### config.mk
export PLATFORM = sky130hd
export DESIGN_NAME = rx_sym_slicer_mer
export DESIGN_NICKNAME = d
export VERILOG_FILES = /design/src/rtl/rx_sym_slicer_mer.sv
export SDC_FILE = /design/constraint.sdc
export NUM_CORES = 1
export LEC_CHECK = 0
export CAP_MARGIN = 20
export CORE_MARGIN = 2
export CORE_UTILIZATION = 40
export CTS_CLUSTER_DIAMETER = 120
export DETAILED_ROUTE_END_ITERATION = 6
export HOLD_SLACK_MARGIN = 0.02
export MAX_ROUTING_LAYER = met4
export SYNTH_ARGS = -nofsm -noshare
export SYNTH_HDL_FRONTEND = slang
export SYNTH_SLANG_ARGS = --single-unit
### constraint.sdc
create_clock -name clk -period 31.3 [get_ports clk]
set_clock_uncertainty 0.15 [all_clocks]
set_input_delay 6.26 -clock clk [delete_from_list [all_inputs] [get_ports clk]]
set_output_delay 6.26 -clock clk [all_outputs]
set_load 0.005 [all_outputs]
### src/rtl/rx_sym_slicer_mer.sv
// rtl/rx_sym_slicer_mer.sv - symbol-rate decimator, 4-ASK slicer, reference-level and MER estimator
// Picks one of four filter-output phases per symbol, slices it against a running 2a threshold.
module rx_sym_slicer_mer #(
    parameter int          LOG2_N   = 10,
    parameter logic [17:0] REF_INIT = 18'sd32768
) (
    input  logic               clk,
    input  logic               reset,
    input  logic        [1:0]  sw,
    input  logic signed [17:0] x_in,
    output logic        [1:0]  sym_out,
    output logic               sym_valid,
    output logic        [17:0] ref_level,
    output logic        [17:0] mse_out,
    output logic               mse_valid
);
    localparam int AW = 17 + LOG2_N;
    localparam int QW = 18 + LOG2_N;
    localparam logic [LOG2_N-1:0] CNT_LAST = '1;

    logic        [1:0]        phase_q;
    logic signed [17:0]       x_sym_q;
    logic                     cap_q;
    logic        [1:0]        sym_q;
    logic                     sym_valid_q;
    logic        [17:0]       ref_q;
    logic        [17:0]       mse_q;
    logic                     mse_valid_q;
    logic        [LOG2_N-1:0] cnt_q;
    logic        [AW-1:0]     acc_abs_q;
    logic        [QW-1:0]     acc_sq_q;

    logic        [16:0]       abs_x;
    logic                     outer;
    logic                     neg;
    logic        [18:0]       mag;
    logic signed [19:0]       ideal;
    logic signed [19:0]       err_w;
    logic signed [17:0]       err;
    logic signed [35:0]       prod;
    logic        [17:0]       sq;
    logic        [1:0]        dec;
    logic        [AW-1:0]     sum_abs;
    logic        [AW-1:0]     mean_abs;
    logic        [QW-1:0]     sum_sq;
    logic        [QW-1:0]     mean_sq;
    logic        [17:0]       ref_d;
    logic        [17:0]       mse_d;

    always_comb begin
        neg = x_sym_q[17];
        // The most negative code has no positive twin; clamp its magnitude.
        if (x_sym_q == 18'sh20000) begin
            abs_x = 17'h1FFFF;
        end else if (neg) begin
            abs_x = 17'(-x_sym_q);
        end else begin
            abs_x = x_sym_q[16:0];
        end
        outer = ({1'b0, abs_x} >= ref_q);
        mag   = outer ? ({1'b0, ref_q} + {2'b0, ref_q[17:1]}) : {2'b0, ref_q[17:1]};
        ideal = neg ? -$signed({1'b0, mag}) : $signed({1'b0, mag});
        err_w = {{2{x_sym_q[17]}}, x_sym_q} - ideal;
        if (err_w > 20'sd131071) begin
            err = 18'sh1FFFF;
        end else if (err_w < -20'sd131072) begin
            err = 18'sh20000;
        end else begin
            err = err_w[17:0];
        end
        prod = err * err;
        sq   = 18'(prod >>> 17);
        dec  = {~neg, outer ^ neg};
    end

    always_comb begin
        sum_abs  = acc_abs_q + AW'(abs_x);
        mean_abs = sum_abs >> LOG2_N;
        sum_sq   = acc_sq_q + QW'(sq);
        mean_sq  = sum_sq >> LOG2_N;
        ref_d    = (mean_abs > AW'(17'h1FFFF)) ? 18'h1FFFF : 18'(mean_abs);
        mse_d    = (mean_sq > QW'(18'h3FFFF)) ? 18'h3FFFF : 18'(mean_sq);
    end

    always_ff @(posedge clk or posedge reset) begin
        if (reset) begin
            phase_q     <= 2'd0;
            x_sym_q     <= '0;
            cap_q       <= 1'b0;
            sym_q       <= 2'd0;
            sym_valid_q <= 1'b0;
            ref_q       <= REF_INIT;
            mse_q       <= '0;
            mse_valid_q <= 1'b0;
            cnt_q       <= '0;
            acc_abs_q   <= '0;
            acc_sq_q    <= '0;
        end else begin
            phase_q     <= phase_q + 2'd1;
            cap_q       <= (phase_q == sw);
            sym_valid_q <= cap_q;
            mse_valid_q <= 1'b0;
            if (phase_q == sw) begin
                x_sym_q <= x_in;
            end
            if (cap_q) begin
                sym_q <= dec;
                // Last symbol of a block: publish the means and start a fresh block.
                if (cnt_q == CNT_LAST) begin
                    ref_q       <= ref_d;
                    mse_q       <= mse_d;
                    mse_valid_q <= 1'b1;
                    acc_abs_q   <= '0;
                    acc_sq_q    <= '0;
                    cnt_q       <= '0;
                end else begin
                    acc_abs_q <= sum_abs;
                    acc_sq_q  <= sum_sq;
                    cnt_q     <= cnt_q + 1'b1;
                end
            end
        end
    end

    assign sym_out   = sym_q;
    assign sym_valid = sym_valid_q;
    assign ref_level = ref_q;
    assign mse_out   = mse_q;
    assign mse_valid = mse_valid_q;
endmodule

# Word-level counts from Yosys, hierarchy flattened
# Index checks and enable logic that the tools add are counted.
# op_classes
add_sub_neg,8
n_mul,1
n_div,0
magnitude_cmp,5
eq_ne,3
n_shift,0
mux,13
bitwise_logic,2
n_reduce_logical,1
# op_table
operator,n
$mux 18,3
$mux 17,3
$mul 18x18->35,1
$add 28x18->28,1
$mux 28,1
$add 27x17->27,1
$mux 27,1
$gt 20x18->1 const B,1
$lt 20x18->1 const B,1
$mux 20,1
$neg 19->20,1
$sub 20x20->20,1
$add 18x17->19,1
$mux 19,1
$eq 18x18->1 const B,1
$ge 17x18->1,1
$gt 18x18->1 const B,1
$gt 17x17->1 const B,1
$neg 17->17,1
$add 10x1->10 const B,1
$eq 10x10->1 const B,1
$mux 10,1
$add 2x1->2 const B,1
$eq 2x2->1,1
other kinds (4),5
# word_totals
regBits,126
latch_bits,0
ramBits,0
mem_bits_ro,0
out_inout_bits,40
word_cells,44
mem_count,0

# Depth between registers and ports, before layout
# Gate-level depths: netlist (run 1).
# logic_depth
word_depth,15
ltp_mapped,81
depth_no_buf,75

# Worst setup path before layout (run 1)
# OpenSTA, ideal clock, no wires.
# synth_path
kind,register -> register
start,register x_sym_q[1]
end,register acc_sq_q[27]
setup_ps,83
t_arrival_ps,15962
path_slack_ps,15105
path_stages_with_launch,77
period_less_slack_ps,16195
path_cell_list,dfrtp_1 > inv_1 > ha_1 > inv_1 > or4_1 > or3_1 > or3_1 > or3_1 > clkbuf_1 > clkbuf_1 > nand2_1 > ha_1 > nand3_1 > nor2_1 > a211o_1 > a31o_2 > clkbuf_1 > clkbuf_1 > [... 41 more ...] > a41o_1 > a41o_1 > nand3_1 > a31oi_1 > o31ai_2 > o21bai_1 > a21oi_1 > xnor2_1 > ha_1 > nand2_1 > or2_2 > o31a_1 > a31oi_1 > a41oi_1 > a21oi_1 > nand4_1 > or3_1 > o21ai_0
# synth_via
elab_chain_cells,14
elab_cells_between_ends,16
classes_between,add/sub: 4; mul: 1; order compare: 3; eq/ne: 1; mux: 7
# synth_lines
item,line_no,text
start: declaration,22,logic signed [17:0] x_sym_q;
start signal: assignment,104,x_sym_q <= x_in;
$neg 17->17,56,abs_x = 17'(-x_sym_q);
$mux 17,55,end else if (neg) begin
$mux 17,53,if (x_sym_q == 18'sh20000) begin
$ge 17x18->1,60,"outer = ({1'b0, abs_x} >= ref_q);"
$mux 19,61,"mag = outer ? ({1'b0, ref_q} + {2'b0, ref_q[17:1]}) : {2'b0, ref_q[17:1]};"
$neg 19->20,62,"ideal = neg ? -$signed({1'b0, mag}) : $signed({1'b0, mag});"
$mux 20,62,
$sub 20x20->20 (*),63,"err_w = {{2{x_sym_q[17]}}, x_sym_q} - ideal;"
$lt 20x18->1,66,end else if (err_w < -20'sd131072) begin
$mux 18,66,
$mux 18 (*),64,if (err_w > 20'sd131071) begin
$mul 18x18->35 (*),71,prod = err * err;
$add 28x18->28 (*),79,sum_sq = acc_sq_q + QW'(sq);
$mux 28 (*),109,if (cnt_q == CNT_LAST) begin
end signal: assignment,118,acc_sq_q <= sum_sq;
end: declaration,31,logic [QW-1:0] acc_sq_q;
# Every way passes the cells marked *; elsewhere a longest branch is shown, timed or not.
# A chain may end at the register's enable or synchronous reset.

# Worst setup path after layout (run 1)
# layout_path
start,register x_sym_q[1]
end,register acc_sq_q[26]
# Same word-level chain as after synthesis.

==> results.sh, run 1 <==
export IMPL_status="complete, no violations"
export IMPL_synth_mux_area_frac=0.0131
export IMPL_io_buffers=60
export IMPL_fin_crit_sh=0.584
export IMPL_grt_max_degree=79
export IMPL_cts_clk_slew_worst_paths_ns=0.07
export IMPL_period_needed_ns=18.27
export IMPL_clk_latency_ns=0.43
export IMPL_cts_resized=0
export IMPL_wl_per_cell_um=17.9
export IMPL_synth_fp_nets=2891
export IMPL_crit_fanout=56
export IMPL_hold_depth=1
export IMPL_grt_overflow_total=0
export IMPL_synth_top_family_by_area="adder cells"
export IMPL_grt_pass1_vias=17400
export IMPL_synthAdderAreaFrac=0.395
export IMPL_ioPinCount=62
export IMPL_hold_viol=0
export IMPL_drv_cap=0
export IMPL_cts_root_buf="clkbuf_16"
export IMPL_r2r_setup_slack_ns=13.03
export IMPL_cp_start_kind="register"
export IMPL_drc_errors=0
export IMPL_synth_xor_area_frac=0.0626
export IMPL_ys_seq_area_frac=0.149
export IMPL_drtAntennaViolNets=0
export IMPL_synth_most_common_cell="inv_1"
export IMPL_synth_area_per_cell_um2=8.81
export IMPL_setup_viol=0
export IMPL_worst_slack_ns=13.03
export IMPL_dr_pass1_iters=5
export IMPL_endpoint="acc_sq_q[26]"
export IMPL_die_area_mm2=0.0543
export IMPL_drive_gt1_frac=0.0628
export IMPL_drv_slew=0
export IMPL_areaGrowthSynthToFinish_pct=9.00
export IMPL_coreArea_mm2=0.0516
export IMPL_critical_path_max_stage_delay_ns=0.59
export IMPL_arrival_ns=18.44
export IMPL_synth_common_cells="inv_1 (450), fa_1 (297), nand2_1 (244)"
export IMPL_cp_end_kind="register"
export IMPL_r2r_start="x_sym_q[1]"
export IMPL_clk_path_buf_depth=2
export IMPL_fmax_mhz=54.7
export IMPL_crit_path_frequent_cell="inv_1"
export IMPL_fin_area_mm2=0.0229
export IMPL_cts_inserted_buffers=17
export IMPL_antenna_found_initial=1
export IMPL_synth_edf_count=0
export IMPL_clock_sinks=125
export IMPL_final_nets=2913
export IMPL_num_vias=16300
export IMPL_synth_seq_cells=125
export IMPL_yosys_area_share_simple=0.132
export IMPL_yosys_top_cells_area="fa_1 (28%), dfrtp_1 (15%), ha_1 (11%)"
export IMPL_yosysWarningCount=0
export IMPL_grt_usage=0.223
export IMPL_crit_start="x_sym_q[1]"
export IMPL_cp_slowest_cell="nor3_1"
export IMPL_yosysTopAreaCell="fa_1"
export IMPL_initial_utilization=0.407
export IMPL_ys_types=94
export IMPL_grt_pass1_wl_um=93100
export IMPL_syn_inst=2385
export IMPL_dpl_worst_slack_ns=13.22
export IMPL_worst_pin_slew_ns=0.897
export IMPL_setup_tns_ns=0
export IMPL_drtIter0Drc=988
export IMPL_syn_cell_area_mm2=0.0210
export IMPL_async_flop_share=1.00
export IMPL_yosys_most_used_dff="dfrtp_1"
export IMPL_ff2ff_path_depth=69
export IMPL_criticalPathCategory="register to register"
export IMPL_chipWidth_um=233
export IMPL_routed_wirelength_um=55600
export IMPL_synth_compound_area_share=0.146
export IMPL_gp_congestion=0.967
export IMPL_place_detailed_hpwl_um=45900
export IMPL_rows=83
export IMPL_cts_hold_buf=0
export IMPL_cp_required_ns=31.47
export IMPL_via_per_inst=5.27
export IMPL_yosysTopAreaCellShare=0.283
export IMPL_min_path_type="register to register"
export IMPL_place_area_mm2=0.0222
export IMPL_post_cts_setup_buffers=0
export IMPL_die_h_um=233
export IMPL_max_slew_margin_rel=0.387
export IMPL_cts_tree="built"
export IMPL_rsz0062_at_grt="no"
export IMPL_r2r_end="acc_sq_q[26]"
export IMPL_htree_levels=4
-- cell usage in the layout, fill, tap and decap left out, drive strengths merged, types with 6 or more instances in the layout --
cell	count
a211oi	8
a21o	48
a21oi	88
a22o	16
a31oi	22
and2	6
and3	15
buf	13
clkbuf	18
clkdlybuf4s50	60
clkinv	7
dfrtp	124
fa	297
ha	187
inv	480
mux2	20
nand2	254
nand2b	24
nand3	36
nand4	24
nor2	158
nor2b	14
nor3	26
o211ai	8
o21a	11
o21ai	126
o21bai	8
o22ai	7
o2bb2ai	17
o31ai	17
or2	8
or3	20
xnor2	85
xor2	65
-- worst min-delay path by stage --
stage               startpoint          to  slack (ns)
finish              phase_q[0]  phase_q[0]        0.33
global route        phase_q[0]  phase_q[0]        0.36
CTS                 phase_q[0]  phase_q[0]        0.34
detailed placement  phase_q[0]  phase_q[0]        0.32
global placement    phase_q[0]  phase_q[0]        0.32
floorplan                cap_q   sym_valid        0.26
-- routing by layer --
metal	vias up	global-route usage	part of all wire
met5	-	-	0
met4	0	0.0593	0.024
met3	77	0.0238	0.041
met2	386	0.364	0.48
met1	8090	0.295	0.45
li1	7774	-	-
-- layout make-up --
class | instances | area, um2
diodes | 1 | 2.50
clock buffers | 18 | 439
clock inverters | 13 | 190
fillers | 5038 | 28700
inverters | 479 | 1800
multi-input cells | 1711 | 15700
flip-flops and latches | 125 | 3130
well taps | 680 | 851
repair buffers | 73 | 746
-- registers in the layout, summed over array words and instances, names as in the netlist, 2 cells and up --
| name | flops |
|---|---|
| x_sym_q | 18 |
| sym_out | 2 |
| ref_level | 17 |
| acc_abs_q | 27 |
| acc_sq_q | 28 |
| cnt_q | 10 |
| phase_q | 2 |
| mse_out | 18 |
-- through the flow --
step | utilization | hold WS [ns] | std cells
after global routing | 0.443 | 0.359 | 3100
after floorplan | - | 0.255 | 2385
after detailed placement | 0.430 | 0.323 | 3065
after global placement | 0.430 | 0.317 | 3065
after CTS | 0.442 | 0.340 | 3096
final | 0.443 | 0.335 | 3100
-- critical path, delay by kind of cell, from the launching register on --
family | cells | cell delay, ns
compound gates | 25 | 5.62
xor+xnor | 3 | 0.64
fa+ha+maj | 13 | 5.18
buf+inv | 11 | 1.31
flops | 1 | 0.43
simple gates | 17 | 4.79
-- kinds of logic (layout without fill, tap and decap cells) --
group           Yosys count  after routing
compound gates          446            446
buf+inv                 549            583
xor+xnor                150            150
mux                      25             25
other cells               1              2
simple gates            605            605
fa+ha+maj               484            484
flops                   125            125
Power of run 1 is left out: the tool's default activity adds up to more than one toggle a clock period on the data nets, which glitch-free logic cannot reach.
==> inputs of run 2 (changes only) <==
- clock period: 31.3 -> 19.1 ns (I/O delays scaled with it)
==> run 2 against run 1 <==
  * The run now ends with design-rule violations left
  * Via count rose by 1.2%
  * Core utilization rose by 0.085 points
  * Sequential cell count did not move
  * Design area rose by 0.19%
  * First-iteration DRC count rose by 42%
  * Die area did not move
  * Clock-buffer cell count did not move
  * Critical path type unchanged
  * Largest cell class unchanged
==> results.sh, run 2 (synthesized netlist as in run 1, its figures left out) <==
export IMPL_grt_usage=0.225
export IMPL_chipWidth_um=233
export IMPL_worst_pin_slew_ns=0.841
export IMPL_cp_end_kind="register"
export IMPL_grt_overflow_total=0
export IMPL_drtIter0Drc=1401
export IMPL_crit_path_frequent_cell="inv_1"
export IMPL_worst_slack_ns=1.22
export IMPL_cp_start_kind="register"
export IMPL_grt_pass1_wl_um=93300
export IMPL_die_h_um=233
export IMPL_num_vias=16500
export IMPL_final_nets=2914
export IMPL_io_buffers=60
export IMPL_grt_max_degree=72
export IMPL_final_common_cell="inv_1"
export IMPL_routed_wirelength_um=57000
export IMPL_diodes=0
export IMPL_largest_reg_flops=28
export IMPL_clock_sinks=125
export IMPL_drv_cap=0
export IMPL_top_regs="acc_sq_q: 28 flops, acc_abs_q: 27 flops"
export IMPL_cp_slowest_cell="or4_1"
export IMPL_setup_tns_ns=0
export IMPL_min_path_type="register to register"
export IMPL_coreArea_mm2=0.0516
export IMPL_crit_fanout=28
export IMPL_via_per_inst=5.33
export IMPL_drtAntennaViolNets=0
export IMPL_drv_slew=0
export IMPL_drive_gt1_frac=0.0644
export IMPL_htree_levels=4
export IMPL_place_detailed_hpwl_um=46000
export IMPL_arrival_ns=18.07
export IMPL_rsz0062_at_grt="no"
export IMPL_dr_pass1_iters=7
export IMPL_max_slew_margin_rel=0.439
export IMPL_hold_viol=0
export IMPL_gp_congestion=0.943
export IMPL_critical_path_max_stage_delay_ns=0.57
export IMPL_largest_register="acc_sq_q"
export IMPL_antenna_found_initial=0
export IMPL_clk_path_buf_depth=2
export IMPL_fill_cells=4998
export IMPL_fmax_mhz=55.9
export IMPL_regArea_mm2=0.00313
export IMPL_areaGrowthSynthToFinish_pct=9.20
export IMPL_cp_required_ns=19.29
export IMPL_setup_viol=0
export IMPL_criticalPathCategory="register to register"
export IMPL_grt_pass1_vias=17400
export IMPL_wl_per_cell_um=18.4
export IMPL_cts_root_buf="clkbuf_16"
export IMPL_rows=83
export IMPL_cts_clk_slew_worst_paths_ns=0.06
export IMPL_clk_latency_ns=0.43
export IMPL_initial_utilization=0.407
export IMPL_violations="design-rule violations"
export IMPL_drc_errors=2
export IMPL_dpl_worst_slack_ns=0.543
export IMPL_cts_tree="built"
export IMPL_period_needed_ns=17.88
export IMPL_cts_inserted_buffers=17
export IMPL_status="complete, but fails checks"
export IMPL_ioPinCount=62
export IMPL_die_area_mm2=0.0543
export IMPL_final_cell_mix="inv_1 (449), fa_1 (297), nand2_1 (244)"
export IMPL_fin_crit_sh=0.936
export IMPL_multi_input_area_mm2=0.0158
export IMPL_post_cts_setup_buffers=0
run 2: layout make-up:
type                    instances  area share
clock buffers                  18      0.0187
clock inverters                14      0.0100
inverters                     479      0.0786
multi-input cells            1712       0.687
flip-flops and latches        125       0.136
well taps                     680      0.0371
repair buffers                 73      0.0316
run 2: metal layers:
| layer | GRT usage | share of wire |
|---|---|---|
| met5 | - | 0 |
| met4 | 0.0639 | 0.026 |
| met3 | 0.0215 | 0.046 |
| met2 | 0.363 | 0.47 |
| met1 | 0.302 | 0.46 |
run 2: final timing paths:
check / to / slack, ns / cells past startpoint / from
max: acc_sq_q[27] / 1.22 / 67 / x_sym_q[1]
max reg2reg: acc_sq_q[27] / 1.22 / 67 / x_sym_q[1]
min: mse_out[4] / 0.34 / 2 / mse_out[4]
max in group asynchronous: cap_q / 13.68 / 3 / reset
min in group asynchronous: acc_abs_q[22] / 3.75 / 2 / reset
min reg2reg: mse_out[4] / 0.34 / 2 / mse_out[4]
run 2: timing repair:
action | CTS | global route
hold buffers | 0 | 0
gates resized for setup | 0 | 6
endpoints found under the setup margin | 0 | 24
run 2: worst max-delay path, delay by kind of cell, from the launching register on:
family | cells | cell delay, ns
xor+xnor | 3 | 0.44
buf+inv | 9 | 0.89
compound gates | 24 | 5.77
simple gates | 19 | 5.25
flops | 1 | 0.42
fa+ha+maj | 12 | 4.81
run 2: metrics by stage:
step                cells  hold WS (ns)  cell area (um2)  utilization
floorplan            2385         0.255            21000            -
global placement     3066         0.316            22200        0.430
detailed placement   3066         0.325            22200        0.430
CTS                  3098         0.345            22900        0.443
global route         3101         0.357            22900        0.444
finish               3101         0.336            22900        0.444
Power of run 2 is left out for the same reason.
==> inputs of run 3 (changes only) <==
- CORE_ASPECT_RATIO: unset -> 1.4
- DONT_BUFFER_PORTS: unset -> 1
- clock period: 19.1 -> 21.6 ns (I/O delays scaled with it)
==> run 3 against run 2 <==
  * The run now ends clean
  * Fmax decreased by 5.1%
  * Critical endpoint unchanged
  * Sequential share of layout area increased by 0.48 points
  * Cell count decreased by 2.7%
==> results.sh, run 3 (synthesized netlist as in run 1, its figures left out) <==
export IMPL_largest_register="acc_sq_q"
export IMPL_crit_start="x_sym_q[1]"
export IMPL_gp_congestion=0.939
export IMPL_min_path_type="register to register"
export IMPL_cts_root_buf="clkbuf_16"
export IMPL_clk_latency_ns=0.44
export IMPL_num_vias=16200
export IMPL_rows=99
export IMPL_final_common_cell="inv_1"
export IMPL_cts_clk_slew_worst_paths_ns=0.06
export IMPL_chipWidth_um=198
export IMPL_cts_hold_buf=0
export IMPL_cts_resized=0
export IMPL_rsz0062_at_grt="no"
export IMPL_crit_path_frequent_cell="inv_1"
export IMPL_fin_crit_sh=0.873
export IMPL_fmax_mhz=53.1
export IMPL_max_slew_margin_rel=0.297
export IMPL_cp_start_kind="register"
export IMPL_post_cts_setup_buffers=0
export IMPL_cts_tree="built"
export IMPL_place_detailed_hpwl_um=46000
export IMPL_io_buffers=0
export IMPL_routed_wirelength_um=55600
export IMPL_die_h_um=275
export IMPL_period_needed_ns=18.85
export IMPL_clock_sinks=125
export IMPL_largest_reg_flops=28
export IMPL_die_area_mm2=0.0544
export IMPL_wl_per_cell_um=18.4
export IMPL_drive_gt1_frac=0.0640
export IMPL_drtAntennaViolNets=0
export IMPL_grt_max_degree=75
export IMPL_grt_overflow_total=0
export IMPL_clk_path_buf_depth=2
export IMPL_areaGrowthSynthToFinish_pct=5.47
export IMPL_htree_levels=4
export IMPL_hold_viol=0
export IMPL_cp_end_kind="register"
export IMPL_drtIter0Drc=788
export IMPL_r2r_start="x_sym_q[1]"
export IMPL_setup_viol=0
export IMPL_worst_pin_slew_ns=1.05
export IMPL_status="complete, no violations"
export IMPL_grt_pass1_vias=17600
export IMPL_critical_path_max_stage_delay_ns=0.89
export IMPL_grt_pass1_wl_um=91900
export IMPL_crit_fanout=56
export IMPL_crit_family="compound AO/OA/AOI/OAI gates"
export IMPL_cp_required_ns=21.80
export IMPL_drv_cap=0
export IMPL_criticalPathCategory="register to register"
export IMPL_crit_buf_inv=10
export IMPL_arrival_ns=19.05
export IMPL_hold_start="phase_q[0]"
export IMPL_cts_inserted_buffers=17
export IMPL_final_cell_mix="inv_1 (449), fa_1 (297), nand2_1 (244)"
export IMPL_grt_usage=0.222
export IMPL_antenna_found_initial=2
export IMPL_ioPinCount=62
export IMPL_top_regs="acc_sq_q: 28 flops, acc_abs_q: 27 flops"
export IMPL_cp_slowest_cell="a31o_2"
export IMPL_initial_utilization=0.404
export IMPL_setup_tns_ns=0
export IMPL_drv_slew=0
export IMPL_final_nets=2851
export IMPL_dr_pass1_iters=5
export IMPL_drc_errors=0
export IMPL_coreArea_mm2=0.0520
export IMPL_via_per_inst=5.38
==> run 3: changes by cell type in the layout (fill, tap and decap cells not counted), sizes merged, moves of 2 or more <==
cell / before / now
buf: 13 / 11
bufinv: 5 / 1
clkdlybuf4s50: 60 / 0
clkinv: 2 / 5
clkinvlp: 1 / 4
diode: 0 / 2
==> run 3: through the flow <==
step                      instance area, um2   util  std cells  setup slack (ns)  hold slack (ns)
after floorplan                        21000      -       2385              5.41            0.255
after global placement                 21600  0.414       2981              3.31            0.314
after detailed placement               21600  0.414       2981              2.92            0.328
after CTS                              22100  0.425       3013              2.88            0.337
after global routing                   22100  0.426       3016              1.61            0.363
final                                  22100  0.426       3016              2.75            0.334
==> run 3: cell type report <==
cell class                      count  area [um2]
Clock inverter                     15         139
Timing Repair Buffer               11        95.1
Tap cell                          656         821
Clock buffer                       17         425
Multi-Input combinational cell   1711       15700
Sequential cell                   125        3130
Inverter                          479        1810
Fill cell                        5185       29900
Antenna cell                        2        5.00
==> run 3: path summary, 6_finish.rpt <==
check                                end  slack, ns  cells past startpoint
setup / recovery            acc_sq_q[27]       2.75                     69
hold / removal                phase_q[0]       0.33                      1
setup reg to reg            acc_sq_q[27]       2.75                     69
hold reg to reg               phase_q[0]       0.33                      1
max in group asynchronous    mse_out[17]      16.40                      2
min in group asynchronous  acc_abs_q[22]       3.68                      1
==> run 3: routing by layer <==
metal  GRT usage  vias up  routed length (um)
li1            -     7631                   -
met1       0.242     8111               21400
met2       0.401      356               29600
met3      0.0246      133                1970
met4       0.106        0                2690
met5           -        -                   0
Power of run 3 is left out for the same reason.
